<file path="config.mk">
export PLATFORM = sky130hd
export DESIGN_NAME = alarma_zonas
export DESIGN_NICKNAME = d
export VERILOG_FILES = /design/src/rtl/alarma_zonas.sv
export SDC_FILE = /design/constraint.sdc
export NUM_CORES = 1
export LEC_CHECK = 0
export CORE_ASPECT_RATIO = 1.1
export CORE_MARGIN = 2
export CORE_UTILIZATION = 54
export CTS_BUF_LIST = sky130_fd_sc_hd__clkbuf_8
export CTS_CLUSTER_DIAMETER = 60
export DETAILED_ROUTE_END_ITERATION = 8
export GPL_ROUTABILITY_DRIVEN = 0
export PLACE_DENSITY_LB_ADDON = 0.08
export SETUP_SLACK_MARGIN = 0.5
export SLEW_MARGIN = 25
export SYNTH_ARGS = -nofsm -noshare
export SYNTH_HDL_FRONTEND = slang
export SYNTH_SLANG_ARGS = --single-unit
export TNS_END_PERCENT = 20
</file>
<file path="constraint.sdc">
create_clock -name clock -period 4.2 [get_ports clock]
set_input_delay 0.84 -clock clock [delete_from_list [all_inputs] [get_ports clock]]
set_output_delay 0.84 -clock clock [all_outputs]
set_load 0.01 [all_outputs]
</file>
<file path="src/rtl/alarma_zonas.sv">
// Multi-zone alarm controller: exit delay, per-zone entry/immediate handling,
// and a re-triggerable siren timer. Single clock domain, synchronous reset.
//
//   state       | meaning
//   ------------+-----------------------------------------------------------
//   DESACTIVADA | disarmed; waiting for inicio
//   SALIDA      | exit delay running; all sensors ignored
//   ACTIVADA    | armed and quiet; timer parked at 0
//   ENTRADA     | delayed zone tripped; entry window counting down
//   ALARMA      | siren on; period re-triggers while any enabled zone is hit
module alarma_zonas #(
  parameter int N_ZONAS = 4,
  parameter int CW = 6,
  parameter int T_SALIDA = 20,
  parameter int T_ENTRADA = 10,
  parameter int T_SIRENA = 30,
  parameter logic [N_ZONAS-1:0] ZONAS_INMED = 4'b1110
) (
  input  logic               clock,
  input  logic               reset,
  input  logic               inicio,
  input  logic [N_ZONAS-1:0] intruso,
  input  logic [N_ZONAS-1:0] habilitar_zona,
  output logic               sirena,
  output logic               armada,
  output logic [2:0]         estado,
  output logic [N_ZONAS-1:0] zona_disparo,
  output logic [CW-1:0]      count
);

  localparam int T_MAX_AB = (T_SALIDA > T_ENTRADA) ? T_SALIDA : T_ENTRADA;
  localparam int T_MAX = (T_MAX_AB > T_SIRENA) ? T_MAX_AB : T_SIRENA;

  generate
    if ((T_MAX - 1) >= (1 << CW)) begin : g_cw_too_small
      $error("alarma_zonas: CW too narrow for the longest timer reload");
    end
  endgenerate

  localparam logic [CW-1:0] LD_SALIDA  = CW'(T_SALIDA - 1);
  localparam logic [CW-1:0] LD_ENTRADA = CW'(T_ENTRADA - 1);
  localparam logic [CW-1:0] LD_SIRENA  = CW'(T_SIRENA - 1);

  typedef enum logic [2:0] {
    DESACTIVADA = 3'd0,
    SALIDA      = 3'd1,
    ACTIVADA    = 3'd2,
    ENTRADA     = 3'd3,
    ALARMA      = 3'd4
  } estado_t;

  estado_t state, state_nx;
  logic [CW-1:0] count_nx, count_dec;
  logic [N_ZONAS-1:0] zona_nx, hit, hit_i, hit_d;
  logic tc, sirena_nx, armada_nx;

  assign hit   = intruso & habilitar_zona;
  assign hit_i = hit & ZONAS_INMED;
  assign hit_d = hit & ~ZONAS_INMED;
  assign tc    = (count == '0);
  // Saturating decrement: the timer parks at zero rather than wrapping.
  assign count_dec = tc ? '0 : count - CW'(1);

  always_comb begin
    state_nx = state;
    count_nx = count;
    zona_nx  = zona_disparo;
    if ((state != DESACTIVADA) && !inicio) begin
      state_nx = DESACTIVADA;
      count_nx = '0;
    end else begin
      case (state)
        DESACTIVADA: begin
          if (inicio) begin
            state_nx = SALIDA;
            count_nx = LD_SALIDA;
            zona_nx  = '0;
          end
        end
        SALIDA: begin
          if (tc) state_nx = ACTIVADA;
          else    count_nx = count_dec;
        end
        ACTIVADA: begin
          if (|hit_i) begin
            state_nx = ALARMA;
            count_nx = LD_SIRENA;
            zona_nx  = zona_disparo | hit;
          end else if (|hit_d) begin
            state_nx = ENTRADA;
            count_nx = LD_ENTRADA;
            zona_nx  = zona_disparo | hit;
          end
        end
        ENTRADA: begin
          zona_nx = zona_disparo | hit;
          if ((|hit_i) || tc) begin
            state_nx = ALARMA;
            count_nx = LD_SIRENA;
          end else begin
            count_nx = count_dec;
          end
        end
        ALARMA: begin
          zona_nx = zona_disparo | hit;
          if (!tc)        count_nx = count_dec;
          else if (|hit)  count_nx = LD_SIRENA;
          else            state_nx = ACTIVADA;
        end
        default: begin
          state_nx = DESACTIVADA;
          count_nx = '0;
        end
      endcase
    end
  end

  assign sirena_nx = (state_nx == ALARMA);
  assign armada_nx = (state_nx == ACTIVADA) || (state_nx == ENTRADA) || (state_nx == ALARMA);

  always_ff @(posedge clock) begin
    if (reset) begin
      state        <= DESACTIVADA;
      count        <= '0;
      zona_disparo <= '0;
      sirena       <= 1'b0;
      armada       <= 1'b0;
    end else begin
      state        <= state_nx;
      count        <= count_nx;
      zona_disparo <= zona_nx;
      sirena       <= sirena_nx;
      armada       <= armada_nx;
    end
  end

  assign estado = state;

endmodule

</file>
==> results.md <==
* Status: finished, final reports clean
* Ys Warns at 0
* Hold Crit Depth at 1
* Crit path max-delay family: flip-flops
* Clock-pin slew on the worst setup and hold paths at roughly 60 ps
* Post-Synth XOR/XNOR Area at 0.0262
* Fill count at about 140
* Unrepaired setup endpoints after global routing: no
* Peak per-stage delay on the critical path at 700 ps
* Hold EP: zona_disparo[2]$_SDFFE_PP0P_
* Routed wire length at 2.69 mm
* #FFs+latches synth at 15
* Setup TNS at 0 ps
* Post-synthesis compound-gate area fraction at 0.330
* Fin crit share at 0.581
* MaxCap Viol Count at 0
* # nets final at 160
* Total power draw at 0.000848 W
* N_diodes at 0
* P_leak at 0.478 nW
* CP Launch Type: register
* Slowest stage cell, crit path: dfxtp_1
* First-pass GRT wire length at 4.46 mm
* I/O pin count at 26
* Worst slew pin tran at 603 ps
* Maximum VDD drop at 466 µV
* CP Data Arrival Time at 1600 ps
* Die Y-Extent at 49.2 µm
* FF/Latch Area at between 300 and 400 µm²
* Syn_area_per_cell at around 8.2 µm²
* CTS buffer count at 3
* Hpwl dp at 1.95 mm
* Core Region at between 0.0015 and 0.002 mm²
* Worst R2R Path Depth at 5
* DRC Markers at 0
* Area growth syn-to-layout at 28.6%
* Post-Synth Adder-Cell Area at 0.0224
* Register area share after synthesis at 0.299
* Setup slack, reg-to-reg at 2090 ps
* DRT Pass-1 Iters at 4
* Resized cells post-CTS at 0
* Final Cell Area at 0.00129 mm²
* Pin count of the biggest net entering global routing at 20
* Largest family of logic cells by synthesized area: compound AO/OA/AOI/OAI gates
* Worst-path cell chain: clkdlybuf4s50_1
* Critical Path RT at around 3400 ps
* Final ANT Viol Nets at 0
* Die Wd at 45.1 µm
* Mapped cell area at 0.00100 mm²
* Power per Cell Area at between 600 and 700 mW/mm²
* DP Area at 0.00124 mm²
* Die ar. at around 0.0022 mm²
* Setup CP Type: register to output pin
* Distinct cells, synth at 46
* CP max FO at 19
* Worst reg2reg endpoint: count[3]$_SDFFE_PP0P_
* Final Max Tran Viols at 0
* Row Count at 16
* Post-Syn Instances at 123
* TritonCTS Sinks at 15
* Latest clock arrival within the worst-skew pair at 250 ps
* Fin crit period at 2440 ps
* Highest clock rate at 410 MHz
* Syn nets at 135
* Worst hold path class: register to register
* Vias per Instance at 6.45
* Post-synthesis mux area share at 0
* Initial Util at 0.570
* CP endpoint kind: output pin
* Worst path buffer plus inverter count at 1
* Clock tree buffer depth at 2
* Slew headroom at 0.598
* Initial DRC count at 65
* Vias at 1,065
* Routed WL per cell at ~16 µm
* Hold WS at around 470 ps
* Layout Utilization at 0.732
* Number of hold buffers added after cts at 0
* RR Startpoint: estado[2]$_SDFF_PP0_
* Layout cells sized above 1 at 0.0952
* Hold_sp: zona_disparo[2]$_SDFFE_PP0P_
* Overflow after GRT at 0
* Skew final at 0.614 ps
* Area of the multi-input gates at 642 µm²
* Vias in the first global route at approximately 990
* Post-CTS setup buffer count at 0
* Port Buffers at 25
* Root Buffer: clkbuf_8
* Max H-tree Level at 1
* Simple-gate share of the synthesized area at 0.261
* Final setup violation count at 0
* Final Hold Viols at 0
* Gr usage total at 0.265
* Initial antenna violation count at 0
* CTS tree: built
[layout by cell type, fill, tap and decap left out, types with 4 or more instances in the layout]
cell	Yosys	final
dfxtp_1	15	15
clkdlybuf4s50_1	0	25
o21ai_0	4	4
nor3_1	4	4
nand3_1	9	9
nand2_1	9	9
inv_1	6	7
o21a_1	4	4
nor2_1	12	12
a21oi_1	8	8
[cells in the mapped netlist, drive strengths merged]
| master | instances | area share |
|---|---|---|
| clkbuf | 2 | 0.0075 |
| ha | 1 | 0.012 |
| a32o | 4 | 0.041 |
| a31o | 3 | 0.044 |
| nand3 | 9 | 0.045 |
| a21boi | 1 | 0.0075 |
| buf | 4 | 0.031 |
| nor3 | 5 | 0.030 |
| a311o | 1 | 0.010 |
| o2111ai | 1 | 0.0087 |
| o22a | 1 | 0.0087 |
| o41ai | 2 | 0.032 |
| nor3b | 3 | 0.022 |
| nor2 | 14 | 0.057 |
| and2 | 1 | 0.0075 |
| xor2 | 1 | 0.0087 |
| a2111oi | 1 | 0.0087 |
| nand2 | 9 | 0.034 |
| and2b | 1 | 0.0075 |
| a31oi | 1 | 0.0062 |
| maj3 | 1 | 0.010 |
| a222oi | 1 | 0.010 |
| o21ai | 5 | 0.025 |
| nor2b | 2 | 0.012 |
| o32ai | 1 | 0.0087 |
| o221ai | 1 | 0.0087 |
| xnor2 | 2 | 0.017 |
| or3 | 2 | 0.012 |
| o21a | 4 | 0.030 |
| o31ai | 2 | 0.015 |
| a311oi | 1 | 0.0087 |
| a21oi | 8 | 0.040 |
| a41o | 1 | 0.010 |
| dfxtp | 15 | 0.30 |
| nand2b | 3 | 0.019 |
| a22oi | 1 | 0.0075 |
| nand3b | 1 | 0.0075 |
| inv | 6 | 0.022 |
| nor4 | 1 | 0.0062 |
[final cells by class]
| cell class | count | area share |
|---|---|---|
| multi-input cells | 96 | 0.498 |
| flip-flops and latches | 15 | 0.233 |
| repair buffers | 26 | 0.200 |
| clock buffers | 3 | 0.0320 |
| inverters | 6 | 0.0175 |
| well taps | 18 | 0.0175 |
| clock inverters | 1 | 0.00291 |
[worst max-delay path by stage]
stage | slack, ps | startpoint | to | depth (start not counted)
after CTS | 1790 | estado[2]$_SDFF_PP0_ | estado[2] | 1
final | 1760 | estado[2]$_SDFF_PP0_ | estado[2] | 1
after global routing | 1680 | estado[2]$_SDFF_PP0_ | estado[2] | 1
after global placement | 1630 | intruso[1] | count[3]$_SDFFE_PP0P_ | 7
after floorplan | 2090 | intruso[1] | count[3]$_SDFFE_PP0P_ | 6
after detailed placement | 1570 | intruso[1] | count[3]$_SDFFE_PP0P_ | 7
[per-layer routing]
layer	vias to the layer above	share of wire	GRT usage
met3	9	0.089	0.0481
met1	483	0.43	0.366
met2	64	0.46	0.412
met5	-	0	0
met4	0	0.016	0.0784
li1	509	-	-
[metrics by stage]
step,std cells,worst slack [ps]
detailed placement,161,1570
global route,165,1680
global placement,161,1630
floorplan,123,2090
finish,165,1760
CTS,165,1790
[power by group]
part | leakage, nW | switching [W] | internal (W)
clock | 0.0269 | 0.0000504 | 0.0000647
sequential | 0.122 | 0.0000581 | 0.000175
combinational | 0.329 | 0.000276 | 0.000223
total | 0.478 | 0.000384 | 0.000463
[logic make-up (layout without fill, tap and decap cells)]
kind of cell,Yosys count,count (layout)
flops,15,15
xor+xnor,3,3
simple gates,51,51
compound gates,40,40
buf+inv,12,36
fa+ha+maj,2,2
[registers in the layout, indices dropped and copies added, names as in the netlist]
name / flops
count: 6
estado: 3
sirena: 1
armada: 1
zona_disparo: 4
Note: power is estimated with default switching activity, not from simulation.
==> variant, RTL diff (same settings) <==
Set the parameter `N_ZONAS` to 8 (it was 4).
--- a/src/rtl/alarma_zonas.sv
+++ b/src/rtl/alarma_zonas.sv
@@ -10,5 +10,5 @@
 //   ALARMA      | siren on; period re-triggers while any enabled zone is hit
 module alarma_zonas #(
-  parameter int N_ZONAS = 4,
+  parameter int N_ZONAS = 8,
   parameter int CW = 6,
   parameter int T_SALIDA = 20,
Ports: changed (resized habilitar_zona, intruso and zona_disparo); port bits go from 26 to 38. The function was not compared with the original's and may differ.
==> variant against the unedited design <==
Sequential cell count up 4. Area after synthesis up 8.5%. Worst setup slack worse by 0.18 ns. Power down 0.18%. Cell area up 17%. Via count up 12%. First-iteration DRC count up 3.1%. Register-to-register slack worse by 0.07 ns. Non-clock buffer count up 11. Routed wire length up 1.4%. Clock skew up 0.0011 ns. Largest cell class unchanged. Highest routed layer unchanged.
==> variant: results (changes against the unedited design) <==
metric,value,unit,change
drive_above_1_share,7.69,%,was 9.52%
crit_family,simple AND/OR/NAND/NOR gates,,was flip-flops
grt_max_degree,16,,was 20
path_max_fanout,8,,was 19
rr_startpoint,count[0],,was estado[2]
relSlewSlack,59.3,%,was 59.8%
grtUsageTotal,26.9,%,was 26.5%
place_area,0.00147,mm²,was 0.00124 mm²
nets,190,,was 160
r2r_setup_slack,2.02,ns,was 2.09 ns
largest_reg_flops,8,,was 6
largest-register,zona_disparo,,was count
post_cts_buffers,0,,unchanged
ys_top_cells_by_area,"dfxtp_1 35%, a32o_1 7.4%, nor2_1 4.8%",,"was dfxtp_1 30%, nand3_1 4.5%, nor2_1 4.5%"
leakage,0.540,nW,was 0.478 nW
slowest_stage,clkdlybuf4s50_1,,was dfxtp_1
status,finished clean,,unchanged
arrival,2.76,ns,was 1.60 ns
rr_endpoint,count[1],,was count[3]
async_flop_share,0,%,unchanged
numPortBuffers,37,,was 25
ys_top_cells_by_count,"19 x dfxtp_1, 14 x nor2_1, 11 x nand2_1",,"was 15 x dfxtp_1, 12 x nor2_1, 9 x nand2_1, 9 x nand3_1, 8 x a21oi_1"
ys_seq_area_share,34.9,%,was 29.9%
dr_total_vias,1193,,was 1065
dp_hpwl,2170,µm,was 1950 µm
first_global_vias,1121,,was 985
crit_path_end,zona_disparo[5],,was estado[2]
syn-num-nets,153,,was 135
==> variant: cell types whose count changed after synthesis, moves of 3 or more <==
| cell | before | now |
|---|---|---|
| dfxtp_1 | 15 | 19 |
| o21ai_0 | 4 | 8 |
| nand3_1 | 9 | 4 |
| o21a_1 | 4 | 1 |
| a32o_1 | 3 | 8 |
| nor3b_1 | 3 | 0 |
==> variant: through the flow <==
step                util (%)  total power, mW  hold slack (ns)  worst slack, ns  std cells
global route            77.2            0.920            0.480             1.37        197
floorplan                  -            0.589            0.510             1.94        133
finish                  77.2            0.846            0.471             1.58        197
detailed placement      74.9            0.724            0.457             1.33        193
global placement        74.9            0.716            0.448             1.41        193
CTS                     77.2            0.849            0.476             1.58        197
==> variant: power by group <==
group | switching, mW | leakage (nW) | internal, mW
clock network | 0.0564 | 0.0269 | 0.0649
logic | 0.241 | 0.359 | 0.220
registers | 0.0518 | 0.154 | 0.213
total | 0.349 | 0.540 | 0.497
==> variant: worst min path at each step <==
stage | slack, ns | cells after the start | endpoint | start
3_5_place_dp | 0.46 | 1 | zona_disparo[6] | zona_disparo[6]
4_1_cts | 0.48 | 1 | zona_disparo[1] | zona_disparo[1]
6_report | 0.47 | 1 | zona_disparo[1] | zona_disparo[1]
2_1_floorplan | 0.51 | 2 | count[1] | count[1]
3_3_place_gp | 0.45 | 1 | zona_disparo[0] | zona_disparo[0]
5_1_grt | 0.48 | 1 | zona_disparo[1] | zona_disparo[1]
==> variant: per-layer routing <==
metal / vias to the layer above / global-route usage, % / wire length, µm / share of wire (%)
met5: - / 0 / 0 / 0
met4: 0 / 12.5 / 48 / 1.8
met3: 7 / 3.89 / 155 / 5.7
li1: 579 / - / - / -
met1: 559 / 32.8 / 1150 / 42
met2: 48 / 45.0 / 1380 / 50
==> variant: cells by family after synthesis <==
group                      after synthesis  share of synthesized area (%)
DFF                                     19                           34.9
muxes                                    1                           1.03
xor gates and xnor gates                 1                          0.805
AOI/OAI and AO/OA                       48                           31.5
adders and majority gates                2                           2.18
and+or+nand+nor                         51                           24.8
buffers and inverters                   11                           4.71
==> variant: layout make-up <==
cell class              instances  area, µm²  area share [%]
clock inverters                 1       3.75           0.249
flip-flops and latches         19        380            25.2
inverters                       6       22.5            1.49
multi-input cells             103        657            43.5
well taps                      28       35.0            2.32
repair buffers                 37        370            24.5
clock buffers                   3       41.3            2.73
